### src/rtl/time_counter_pkg.sv
// Shared definitions for the time-keeping core and its downstream hour converter.
//   - Field widths and limits (HR_W/MS_W, HR_MAX/MS_MAX)
//   - Set-mode state encoding and the mode_btn state sequence
// Build option: define ALARM_EN to add the alarm set states (mode widens to 3 bits).
package time_counter_pkg;

  localparam int unsigned HR_W   = 5;
  localparam int unsigned MS_W   = 6;
  localparam int unsigned HR_MAX = 23;
  localparam int unsigned MS_MAX = 59;

`ifdef ALARM_EN
  localparam int unsigned MODE_W = 3;
`else
  localparam int unsigned MODE_W = 2;
`endif

  typedef enum logic [MODE_W-1:0] {
    StRun     = MODE_W'(0),
    StSetHr   = MODE_W'(1),
`ifdef ALARM_EN
    StSetMin  = MODE_W'(2),
    StSetAhr  = MODE_W'(3),
    StSetAmin = MODE_W'(4)
`else
    StSetMin  = MODE_W'(2)
`endif
  } state_e;

  // Last set state; mode_btn here returns to RUN and clears the seconds.
`ifdef ALARM_EN
  localparam state_e StLast = StSetAmin;
`else
  localparam state_e StLast = StSetMin;
`endif

  function automatic state_e next_state(state_e s);
    state_e n;
    case (s)
      StRun:     n = StSetHr;
      StSetHr:   n = StSetMin;
`ifdef ALARM_EN
      StSetMin:  n = StSetAhr;
      StSetAhr:  n = StSetAmin;
`endif
      default:   n = StRun;
    endcase
    return n;
  endfunction

endpackage

### src/rtl/time_counter_if.sv
// Button/tick inputs and time outputs of the time-keeping core.
//   master: drives tick, mode_btn, inc_btn; observes the time fields
//   slave : the core; drives hour, minute, second, mode, day_pulse (and alarm)
// Build option: ALARM_EN adds the alarm signal.
interface time_counter_if;
  import time_counter_pkg::*;

  logic              tick;
  logic              mode_btn;
  logic              inc_btn;
  logic [HR_W-1:0]   hour;
  logic [MS_W-1:0]   minute;
  logic [MS_W-1:0]   second;
  logic [MODE_W-1:0] mode;
  logic              day_pulse;
`ifdef ALARM_EN
  logic              alarm;
`endif

  modport master (
    output tick, mode_btn, inc_btn,
`ifdef ALARM_EN
    input  alarm,
`endif
    input  hour, minute, second, mode, day_pulse
  );

  modport slave (
    input  tick, mode_btn, inc_btn,
`ifdef ALARM_EN
    output alarm,
`endif
    output hour, minute, second, mode, day_pulse
  );

endinterface

### src/rtl/time_counter_wrap_counter.sv
// Modulo-(Max+1) counter used for every time and alarm field.
//   clk, rst           : clock, synchronous active-high reset (loads RstVal)
//   inc                : advance by one, Max wraps to 0
//   load, load_val     : synchronous load, higher priority than inc
//   value              : registered field value
//   next_value         : value that will be registered at the next edge (rst excluded)
//   carry              : inc while at Max (combinational)
module time_counter_wrap_counter #(
  parameter int unsigned Width  = 6,
  parameter int unsigned Max    = 59,
  parameter int unsigned RstVal = 0
) (
  input  logic             clk,
  input  logic             rst,
  input  logic             inc,
  input  logic             load,
  input  logic [Width-1:0] load_val,
  output logic [Width-1:0] value,
  output logic [Width-1:0] next_value,
  output logic             carry
);

  logic [Width-1:0] value_q, value_d;
  logic             at_max;

  assign at_max = (value_q == Width'(Max));
  assign carry  = inc && at_max;

  always_comb begin
    value_d = value_q;
    if (load) begin
      value_d = load_val;
    end else if (inc) begin
      value_d = at_max ? '0 : value_q + 1'b1;
    end
  end

  always_ff @(posedge clk) begin
    if (rst) begin
      value_q <= Width'(RstVal);
    end else begin
      value_q <= value_d;
    end
  end

  assign value      = value_q;
  assign next_value = value_d;

endmodule

### src/rtl/time_counter.sv
// Hour/minute/second time-keeping core with button-driven set mode.
//   clk, rst : clock, synchronous active-high reset (loads INIT_HR:INIT_MIN:00, RUN)
//   bus      : slave side of time_counter_if (tick, mode_btn, inc_btn in;
//              hour, minute, second, mode, day_pulse, alarm out)
// Build option: ALARM_EN adds alarm hour/minute registers, two extra set states and
// the alarm output.
module time_counter
  import time_counter_pkg::*;
#(
  parameter int unsigned INIT_HR  = 0,
  parameter int unsigned INIT_MIN = 0
) (
  input logic           clk,
  input logic           rst,
  time_counter_if.slave bus
);

  if (INIT_HR > HR_MAX) begin : g_bad_init_hr
    $error("INIT_HR out of range 0..23");
  end
  if (INIT_MIN > MS_MAX) begin : g_bad_init_min
    $error("INIT_MIN out of range 0..59");
  end

  state_e          state_q, state_d;
  logic            day_pulse_q;
  logic            in_run, inc_ok;
  logic            sec_inc, sec_load, sec_carry;
  logic            min_inc, min_carry;
  logic            hr_inc, hr_carry;
  logic [HR_W-1:0] hr_next;
  logic [MS_W-1:0] min_next;
  logic [MS_W-1:0] unused_sec_next;

  assign in_run  = (state_q == StRun);
  // A mode press wins over a same-cycle increment.
  assign inc_ok  = bus.inc_btn && !bus.mode_btn;
  assign state_d = bus.mode_btn ? next_state(state_q) : state_q;

  assign sec_inc  = in_run && bus.tick;
  assign sec_load = bus.mode_btn && (state_q == StLast);
  assign min_inc  = (in_run && sec_carry) || ((state_q == StSetMin) && inc_ok);
  // Hour only takes a carry in RUN, so a set-mode minute wrap never reaches it.
  assign hr_inc   = (in_run && min_carry) || ((state_q == StSetHr) && inc_ok);

  time_counter_wrap_counter #(.Width(MS_W), .Max(MS_MAX), .RstVal(0)) u_sec (
    .clk        (clk),
    .rst        (rst),
    .inc        (sec_inc),
    .load       (sec_load),
    .load_val   ('0),
    .value      (bus.second),
    .next_value (unused_sec_next),
    .carry      (sec_carry)
  );

  time_counter_wrap_counter #(.Width(MS_W), .Max(MS_MAX), .RstVal(INIT_MIN)) u_min (
    .clk        (clk),
    .rst        (rst),
    .inc        (min_inc),
    .load       (1'b0),
    .load_val   ('0),
    .value      (bus.minute),
    .next_value (min_next),
    .carry      (min_carry)
  );

  time_counter_wrap_counter #(.Width(HR_W), .Max(HR_MAX), .RstVal(INIT_HR)) u_hr (
    .clk        (clk),
    .rst        (rst),
    .inc        (hr_inc),
    .load       (1'b0),
    .load_val   ('0),
    .value      (bus.hour),
    .next_value (hr_next),
    .carry      (hr_carry)
  );

`ifdef ALARM_EN
  logic            alarm_q;
  logic [HR_W-1:0] alm_hr_next;
  logic [MS_W-1:0] alm_min_next;
  logic [HR_W-1:0] alm_hr;
  logic [MS_W-1:0] alm_min;
  logic            unused_ahr_carry, unused_amin_carry;

  time_counter_wrap_counter #(.Width(HR_W), .Max(HR_MAX), .RstVal(0)) u_alm_hr (
    .clk        (clk),
    .rst        (rst),
    .inc        ((state_q == StSetAhr) && inc_ok),
    .load       (1'b0),
    .load_val   ('0),
    .value      (alm_hr),
    .next_value (alm_hr_next),
    .carry      (unused_ahr_carry)
  );

  time_counter_wrap_counter #(.Width(MS_W), .Max(MS_MAX), .RstVal(0)) u_alm_min (
    .clk        (clk),
    .rst        (rst),
    .inc        ((state_q == StSetAmin) && inc_ok),
    .load       (1'b0),
    .load_val   ('0),
    .value      (alm_min),
    .next_value (alm_min_next),
    .carry      (unused_amin_carry)
  );

  logic unused_alm_q;
  assign unused_alm_q = ^{alm_hr, alm_min};
  assign bus.alarm    = alarm_q;
`else
  logic unused_next;
  assign unused_next = ^{hr_next, min_next};
`endif

  // hr_carry in RUN only happens on the full 23:59:59 rollover.
  always_ff @(posedge clk) begin
    if (rst) begin
      state_q     <= StRun;
      day_pulse_q <= 1'b0;
`ifdef ALARM_EN
      alarm_q     <= 1'b0;
`endif
    end else begin
      state_q     <= state_d;
      day_pulse_q <= in_run && hr_carry;
`ifdef ALARM_EN
      // Compare next-state values so alarm lines up with the fields it describes.
      alarm_q     <= (state_d == StRun) && (hr_next == alm_hr_next)
                     && (min_next == alm_min_next);
`endif
    end
  end

  assign bus.mode      = state_q;
  assign bus.day_pulse = day_pulse_q;

endmodule

### src/flat_wrapper.sv
// flat-port wrapper written by rule: the top's interface ports become plain ports
module time_counter_flat import time_counter_pkg::*;
#(
  parameter int unsigned INIT_HR  = 0,
  parameter int unsigned INIT_MIN = 0
)
  (clk, rst, bus_tick, bus_mode_btn, bus_inc_btn, bus_hour, bus_minute, bus_second, bus_mode, bus_day_pulse);
  time_counter_if bus_i ();
  input logic clk;
  input logic rst;
  input wire logic [$bits(bus_i.tick)-1:0] bus_tick;
  input wire logic [$bits(bus_i.mode_btn)-1:0] bus_mode_btn;
  input wire logic [$bits(bus_i.inc_btn)-1:0] bus_inc_btn;
  output wire logic [$bits(bus_i.hour)-1:0] bus_hour;
  output wire logic [$bits(bus_i.minute)-1:0] bus_minute;
  output wire logic [$bits(bus_i.second)-1:0] bus_second;
  output wire logic [$bits(bus_i.mode)-1:0] bus_mode;
  output wire logic [$bits(bus_i.day_pulse)-1:0] bus_day_pulse;
  assign bus_i.tick = bus_tick;
  assign bus_i.mode_btn = bus_mode_btn;
  assign bus_i.inc_btn = bus_inc_btn;
  assign bus_hour = bus_i.hour;
  assign bus_minute = bus_i.minute;
  assign bus_second = bus_i.second;
  assign bus_mode = bus_i.mode;
  assign bus_day_pulse = bus_i.day_pulse;
  time_counter #(.INIT_HR(INIT_HR), .INIT_MIN(INIT_MIN)) u_core (.clk(clk), .rst(rst), .bus(bus_i));
endmodule
### config.mk
export PLATFORM = sky130hd
export DESIGN_NAME = time_counter_flat
export DESIGN_NICKNAME = d
export VERILOG_FILES = /design/src/rtl/time_counter_pkg.sv /design/src/rtl/time_counter_if.sv /design/src/rtl/time_counter_wrap_counter.sv /design/src/rtl/time_counter.sv /design/src/flat_wrapper.sv
export SDC_FILE = /design/constraint.sdc
export NUM_CORES = 1
export LEC_CHECK = 0
export ABC_AREA = 1
export BUFFER_PORTS_ARGS = -buffer_cell sky130_fd_sc_hd__buf_2
export CAP_MARGIN = 20
export CORE_MARGIN = 1
export CORE_UTILIZATION = 40
export CTS_CLUSTER_SIZE = 14
export DETAILED_ROUTE_END_ITERATION = 10
export HOLD_SLACK_MARGIN = 0.08
export PLACE_DENSITY = 0.69
export SLEW_MARGIN = 20
export SYNTH_ARGS = -nofsm -noshare
export SYNTH_HDL_FRONTEND = slang
export SYNTH_SLANG_ARGS = --single-unit
### constraint.sdc
create_clock -name clk -period 4.15 [get_ports clk]
set_input_delay 0.2075 -clock clk [delete_from_list [all_inputs] [get_ports clk]]
set_output_delay 0.2075 -clock clk [all_outputs]
set_load 0.005 [all_outputs]
== Word level (Yosys, flattened, before mapping) ==
Index checks and enable logic that the tools add are counted.

* Add/sub/neg operators: 3
* Eq/ne operators: 5
* Muxes and demuxes: 4
* Reductions and logical operators: 16

{| class="wikitable"
|+ Operator list
! kind !! number
|-
| 6-bit by 1-bit adder with 6-bit output, second input constant || 2
|-
| 6-bit equality test, second input constant || 2
|-
| 6-bit 2-to-1 mux || 2
|-
| 1-bit logical AND || 11
|-
| 5-bit by 1-bit adder with 5-bit output, second input constant || 1
|-
| 5-bit equality test, second input constant || 1
|-
| 5-bit 2-to-1 mux || 1
|-
| 2-bit case mux with 2 select lines || 1
|-
| 2-bit by 1-bit equality test with 1-bit output, second input constant || 1
|-
| 2-bit equality test, second input constant || 1
|-
| 2-bit zero test || 1
|-
| 1-bit logical OR || 2
|-
| 2-bit OR reduction || 1
|-
| 1-bit zero test || 1
|}

* Register bits: 20
* Output and inout port bits: 20
* Word-level logic and storage cells: 33

== Longest topological paths before layout ==
Gate-level depths: netlist of the first run.

* Depth in word-level cells: 10
* Depth in mapped cells: 10
* Gate-level depth less buffers: 10

== Cells and area by module ==
A second synthesis of the first run with hierarchy kept.

* Cells, all modules: 208
* Area total of the unflattened synthesis: 1298.7 um^2

{| class="wikitable"
|+ Modules (own cells, without submodules)
! module !! times used !! cells each !! area each (um^2) !! sequential area each (um^2)
|-
| time_counter_wrap_counter at u_core.u_min ... || 2 || 64 || 392.9 || 120.1
|-
| time_counter_wrap_counter at u_core.u_hr || 1 || 49 || 340.3 || 100.1
|-
| time_counter || 1 || 31 || 172.7 || 60.1
|}

== Worst setup path before layout of the first run ==
Ideal clock, no wire load.

* Kind: register -> register
* From: register u_core.u_sec.value_q[0] (netlist: u_core.u_sec.value[0])
* To: register u_core.u_hr.value_q[0] (netlist: u_core.u_hr.value[0])
* Library setup time: 0.113 ns
* Arrival time: 1.254 ns
* Required time: 4.037 ns
* Setup slack: 2.783 ns
* Stages on the path, launching flop included: 11
* Clock period less this slack: 1.367 ns
* Cell sequence: dfxtp_1 > ha_1 > nand3_1 > nor2_4 > nand2_4 > nand2_8 > nand3_4 > nand2_4 > inv_2 > nor2_1 > nor2_1

* Word-level cells in the longest chain between the ends: 7

{| class="wikitable"
|+ Ends and longest elaborated chain
! item !! line !! source
|-
| start: declaration || time_counter_wrap_counter.sv:23 || <nowiki>logic [Width-1:0] value_q, value_d;</nowiki>
|-
| start signal: assignment || time_counter_wrap_counter.sv:40 || <nowiki>value_q <= Width'(RstVal);</nowiki>
|-
| start signal: assignment || time_counter_wrap_counter.sv:42 || <nowiki>value_q <= value_d;</nowiki>
|-
| 6-bit equality test || time_counter_wrap_counter.sv:26 || <nowiki>assign at_max = (value_q == Width'(Max));</nowiki>
|-
| 1-bit logical AND || time_counter_wrap_counter.sv:27 || <nowiki>assign carry = inc && at_max;</nowiki>
|-
| 1-bit logical AND || time_counter.sv:42 || <nowiki>assign min_inc = (in_run && sec_carry) || ((state_q == StSetMin) && inc_ok);</nowiki>
|-
| 1-bit logical OR || time_counter.sv:42 ||
|-
| 1-bit logical AND || time_counter_wrap_counter.sv:27 ||
|-
| 1-bit logical AND || time_counter.sv:44 || <nowiki>assign hr_inc = (in_run && min_carry) || ((state_q == StSetHr) && inc_ok);</nowiki>
|-
| 1-bit logical OR || time_counter.sv:44 ||
|-
| end signal: assignment || time_counter_wrap_counter.sv:40 ||
|-
| end signal: assignment || time_counter_wrap_counter.sv:42 ||
|-
| end: declaration || time_counter_wrap_counter.sv:23 ||
|}

No other way between the ends.
A chain may end at the register's enable or synchronous reset.

== Worst setup path in the final report of the first run ==
* From: register u_core.u_min.value_q[0] (netlist: u_core.u_min.value[0])
* To: register u_core.u_hr.value_q[0] (netlist: u_core.u_hr.value[0])

* Word-level cells in the longest chain between the ends: 4

{| class="wikitable"
|+ Ends and longest elaborated chain
! item !! line
|-
| start: declaration || time_counter_wrap_counter.sv:23
|-
| start signal: assignment || time_counter_wrap_counter.sv:40
|-
| start signal: assignment || time_counter_wrap_counter.sv:42
|-
| 6-bit equality test || time_counter_wrap_counter.sv:26
|-
| 1-bit logical AND || time_counter_wrap_counter.sv:27
|-
| 1-bit logical AND || time_counter.sv:44
|-
| 1-bit logical OR || time_counter.sv:44
|}

No other way between the ends.

==> flow_summary.ini, run 1 <==
[detailed_routing]
drc_errors = 0
first_pass_iters = 6
drt-initial-drc-count = 15
via_count = 987
antenna_left = 0
wirelength_um = 2170
vias_per_cell = 4.84
routedWlPerCell_um = 10.7

[synthesis]
synth_cell_types = 25
netlist_area_mm2 = 0.00109
synth_top_flop_cell = dfxtp_1
yosys_warnings = 0
yosysTopAreaCell = dfxtp_1
synth.area.top_cells = dfxtp_1 (37%), nand2_1 (9.7%), nor2_1 (6.6%)
yosysTopAreaCellShare = 0.368
synthTopCellsByCount = nand2_1 (28), dfxtp_1 (20), nor2_1 (19)
synth_edf_count = 0
synth.most_common_cell = nand2_1
synthesis.nets = 155
synth-seq-cells = 20
syn_inst = 147
async_flop_share = 0
synth.yosys.seq_area_share = 0.368
post_synth.cell_area_avg_um2 = 7.41

[worst_setup_path]
worstPathArrival_ps = 1690
endpoint_kind = flop
crit_slowest_cell = dfxtp_1
cpPeakStageDelay_ps = 460
worstSetupStartpointType = flop
critPathMaxFanout = 7
critPathKind = flop to flop
crit_top_cell = nor2_1
required_ps = 4360
cpLargestDelayFamily = simple AND/OR/NAND/NOR gates
critical_path.cell_chain = ha_1 -> nand4_1 -> inv_1 -> nand3_4 -> nand2_4 -> inv_2 -> nor2_1 -> nor2_1
worst-path-buf-inv = 2

[sta]
hold_viol = 0
fin_ws_ps = 2670
worstMarginPinSlew_ps = 288
setup-violations-final = 0
fin_skew_ps = 2.91
maxSlewViolCount = 0
fmax_mhz = 674
finalCritPeriodShare = 0.357
relSlewSlack = 0.808
min_period_ps = 1480
setup_tns_ps = 0
rsz0062_at_grt = false

[place]
place_congestion = 0.863
dp_slack_ps = 2690
dp_cells = 200
io_buffer_count = 24
dp.final_hpwl_um = 1700

[die]
fp.dieW_um = 54.2
die_area_mm2 = 0.00293
io_pins = 25
die_h_um = 54.2
start_util = 0.432
rows = 18
core_mm2 = 0.00252

[final_layout]
drive_gt1_frac = 0.236
fin_nets = 183
stdcell_count = 204
synthToLayoutAreaGrowth_pct = 16.8
insertedDiodeCount = 0

[outcome]
status = finished, final reports clean

[clocking]
cts.reportedPaths.clkPinSlew_ps = 120
cts_buffer_depth = 2
h-tree-depth = 1
cts_root_buf = clkbuf_4
cts_tree = done
cts_setup_buffers = 0
clock-sinks = 20
cts_resized = 0
cts_buffers = 3
ctsHoldBuffers = 0
insertion_delay_ps = 290

[global_routing]
grt_max_degree = 12
antenna_found_initial = 0
overflow = 0
grt_pass1_wl_um = 3310
grt_use_total = 0.156
grt_pass1_vias = 781

[power]
p_leak_nw = 0.605
ir_drop_uv = 135
p_per_area_mw_per_mm2 = 274

[flow_run]
maxCapViolations = 0

[min_path]
hp-class = primary input to flop
-- kinds of logic after synthesis --
| kind of cell | after synthesis | synth area share |
|---|---|---|
| AND/OR/NAND/NOR | 81 | 0.386 |
| AO/OA/AOI/OAI | 18 | 0.0977 |
| XOR/XNOR | 3 | 0.0241 |
| adder cells (fa/ha/maj) | 3 | 0.0345 |
| flip-flops | 20 | 0.368 |
| buffers and inverters | 22 | 0.0897 |
-- metrics by stage --
stage	utilization	power [mW]	hold slack, ps	area [µm²]
5_1_grt	0.504	0.367	192	1270
3_3_place_gp	0.490	0.239	482	1230
2_1_floorplan	-	0.230	395	1090
6_report	0.504	0.349	186	1270
3_5_place_dp	0.490	0.240	490	1230
4_1_cts	0.504	0.354	181	1270
-- layout by cell type, fill, tap and decap left out --
master	synthesis	final
nand4_1	4	4
ha_1	3	3
nor2_4	2	2
or2_0	1	1
nor3_1	6	6
inv_4	1	1
buf_2	0	24
nand2_4	3	3
nand3_1	12	12
o21ai_0	2	2
nand2_1	28	28
xor2_1	3	3
inv_1	18	18
nand3_4	1	1
clkbuf_8	0	1
clkbuf_4	0	3
nor3b_1	1	1
nand3b_1	2	2
a21oi_1	11	11
inv_2	1	1
dfxtp_1	20	20
a21oi_2	3	3
nand2_8	1	1
nor2_1	19	19
inv_6	1	1
a211oi_1	2	2
and3_1	1	1
-- flip-flops by register name (all words and copies together) (netlist names) --
| name | count |
|---|---|
| u_core.bus.day_pulse | 1 |
| u_core.bus.mode | 2 |
| u_core.u_hr.value | 5 |
| u_core.u_min.value | 6 |
| u_core.u_sec.value | 6 |
-- final cells by class --
class                      instances  area (µm²)
multi-input combinational        105         591
tap                               30        37.5
clock buffer                       4        36.3
fill                             262        1250
sequential                        20         400
timing repair buffer              24         120
inverter                          21        86.3
-- final timing paths --
kind	start	to	slack, ps	cells past startpoint
setup reg to reg	u_core.u_min.value[0]$_SDFFE_PP0N_	u_core.u_hr.value[0]$_SDFFE_PP0P_	2670	8
setup / recovery	u_core.u_min.value[0]$_SDFFE_PP0N_	u_core.u_hr.value[0]$_SDFFE_PP0P_	2670	8
hold / removal	rst	u_core.u_hr.value[3]$_SDFFE_PP0P_	190	2
hold reg to reg	u_core.u_sec.value[0]$_SDFFE_PP0N_	u_core.u_sec.value[0]$_SDFFE_PP0N_	510	2
-- where the power goes --
part / internal (mW) / switching, mW / total [mW] / leakage, nW
clock: 0.0534 / 0.0599 / 0.113 / 0.0210
combinational: 0.0127 / 0.0210 / 0.0337 / 0.422
sequential: 0.196 / 0.00568 / 0.202 / 0.162
total: 0.262 / 0.0866 / 0.349 / 0.605
-- layer usage --
| metal | wire length, µm | up-vias | global-route usage |
|---|---|---|---|
| met4 | 19 | 0 | 0.0513 |
| met5 | 0 | - | 0 |
| met3 | 65 | 2 | 0.0339 |
| li1 | - | 530 | - |
| met1 | 1020 | 442 | 0.200 |
| met2 | 1070 | 13 | 0.254 |
Note: power is estimated with default switching activity, not from simulation.
==> inputs of run 2 (changes only) <==
==> constraint.sdc (replaced) <==
create_clock -name clk -period 1.4 [get_ports clk]
set_input_delay 0.07 -clock clk [delete_from_list [all_inputs] [get_ports clk]]
set_output_delay 0.07 -clock clk [all_outputs]
set_load 0.005 [all_outputs]
==> run 2 against run 1 <==
Compared with the run above:
- clock power rose to 3.0 times the previous value
- critical path type unchanged
- clock-buffer cell count is the same
- largest cell class unchanged
- power grew to 3.0 times the previous value
==> flow_summary.ini, run 2 (synthesis results as in run 1) <==
[detailed_routing]
via_count = 1065
wirelength_um = 2370
routedWlPerCell_um = 10.9
first_pass_iters = 4
vias_per_cell = 4.89
drc_errors = 0
antenna_left = 0
drt-initial-drc-count = 21

[final_layout]
insertedDiodeCount = 0
fin_nets = 197
utilization = 0.562
final_cell_mix = nand2_1 (28), buf_2 (24), nor2_1 (18), inv_1 (17), dfxtp_1 (14)
multiInputGateArea_um2 = 618
drive_gt1_frac = 0.335
synthToLayoutAreaGrowth_pct = 30.1
filler_cell_count = 262
regArea_um2 = 408
final_cell_area_mm2 = 0.00142
final_common_cell = nand2_1

[sta]
maxSlewViolCount = 0
fin_skew_ps = 2.37
fmax_mhz = 736
setup-violations-final = 0
min_period_ps = 1360
fin_ws_ps = 41.1
worstMarginPinSlew_ps = 318
rsz0062_at_grt = true
hold_viol = 0
relSlewSlack = 0.788
finalCritPeriodShare = 0.971

[min_path]
worstHoldStart = bus_mode_btn
hp-class = primary input to flop

[place]
place_congestion = 0.763
dp.final_hpwl_um = 1780
io_buffer_count = 24
place_area_mm2 = 0.00130
dp_slack_ps = -7.00

[clocking]
insertion_delay_ps = 300
cts.reportedPaths.clkPinSlew_ps = 110
cts_buffers = 3
clock-sinks = 20
h-tree-depth = 1
cts_tree = done
cts_buffer_depth = 2
cts_root_buf = clkbuf_4

[worst_setup_path]
critPathMaxFanout = 8
critPathKind = flop to flop
required_ps = 1610
r2r_start = u_core.u_sec.value[0]$_SDFFE_PP0N_
crit_start = u_core.u_sec.value[0]$_SDFFE_PP0N_
endpoint_kind = flop
worstPathArrival_ps = 1570
worstSetupStartpointType = flop

[die]
rows = 18
start_util = 0.432
fp.dieW_um = 54.2
core_mm2 = 0.00252
die_h_um = 54.2
die_area_mm2 = 0.00293
io_pins = 25

[power]
ir_drop_uv = 422
p_leak_nw = 0.673
p_per_area_mw_per_mm2 = 750

[flow_run]
maxCapViolations = 0

[global_routing]
overflow = 0
antenna_found_initial = 0
grt_pass1_wl_um = 3880
grt_pass1_vias = 950
grt_max_degree = 12
grt_use_total = 0.184

[outcome]
status = finished, final reports clean
==> run 2: changes by cell type in the layout (fill, tap and decap cells not counted), sizes merged <==
| cell | change |
|---|---|
| buf | +12 |
| dlygate4sd3 | +2 |
==> run 2: final cells by class <==
type                    instances  share of cell area
inverters                      21              0.0610
repair buffers                 38               0.163
clock buffers                   4              0.0256
well taps                      30              0.0265
multi-input cells             105               0.436
flip-flops and latches         20               0.288
==> run 2: layer usage <==
layer  global-route usage  wire length (µm)  vias up
met5                    0                 0        -
met4               0.0513                13        0
met3               0.0339                68        2
met2                0.323              1190       15
met1                0.224              1100      487
li1                     -                 -      561
==> run 2: stage by stage <==
stage	TNS [ps]	hold slack, ps	total power, mW	instances
after floorplan	0	257	0.681	147
after global placement	0	369	0.722	209
after detailed placement	-9.22	377	0.726	209
after CTS	0	98.4	1.08	217
after global routing	-169	120	1.13	218
final	0	106	1.06	218
==> run 2: where the power goes <==
group / internal (mW) / leakage (nW) / switching (mW)
Clock: 0.158 / 0.0210 / 0.178
Sequential: 0.584 / 0.164 / 0.0151
Combinational: 0.0556 / 0.488 / 0.0714
==> run 2: worst paths after layout <==
path / end / slack (ps) / cells past startpoint
setup / recovery: u_core.u_hr.value[0]$_SDFFE_PP0P_ / 40 / 10
hold / removal: u_core.bus.mode[0]$_SDFFE_PP0P_ / 110 / 3
setup reg to reg: u_core.u_hr.value[0]$_SDFFE_PP0P_ / 40 / 10
hold reg to reg: u_core.u_sec.value[5]$_SDFFE_PP0N_ / 540 / 2
==> run 2: what timing repair did <==
item / in CTS / in global routing
setup buffers: 2 / 1
setup endpoints to repair: 6 / 8
gates cloned: 0 / 0
resized for setup: 6 / 6
hold buffers: 2 / 0
pin swaps: 4 / 4
hold endpoints to repair: 8 / 0
==> run 2: critical path, cell delays in order (launching register included) <==
cell and delay (ps):
dfxtp_2 370, ha_4 150, nand3_4 80, nor2_4 110, nand2_4 80, nand2_8 90
nand3_4 120, nand2_4 90, inv_2 50, nor2_1 80, nor2_1 50
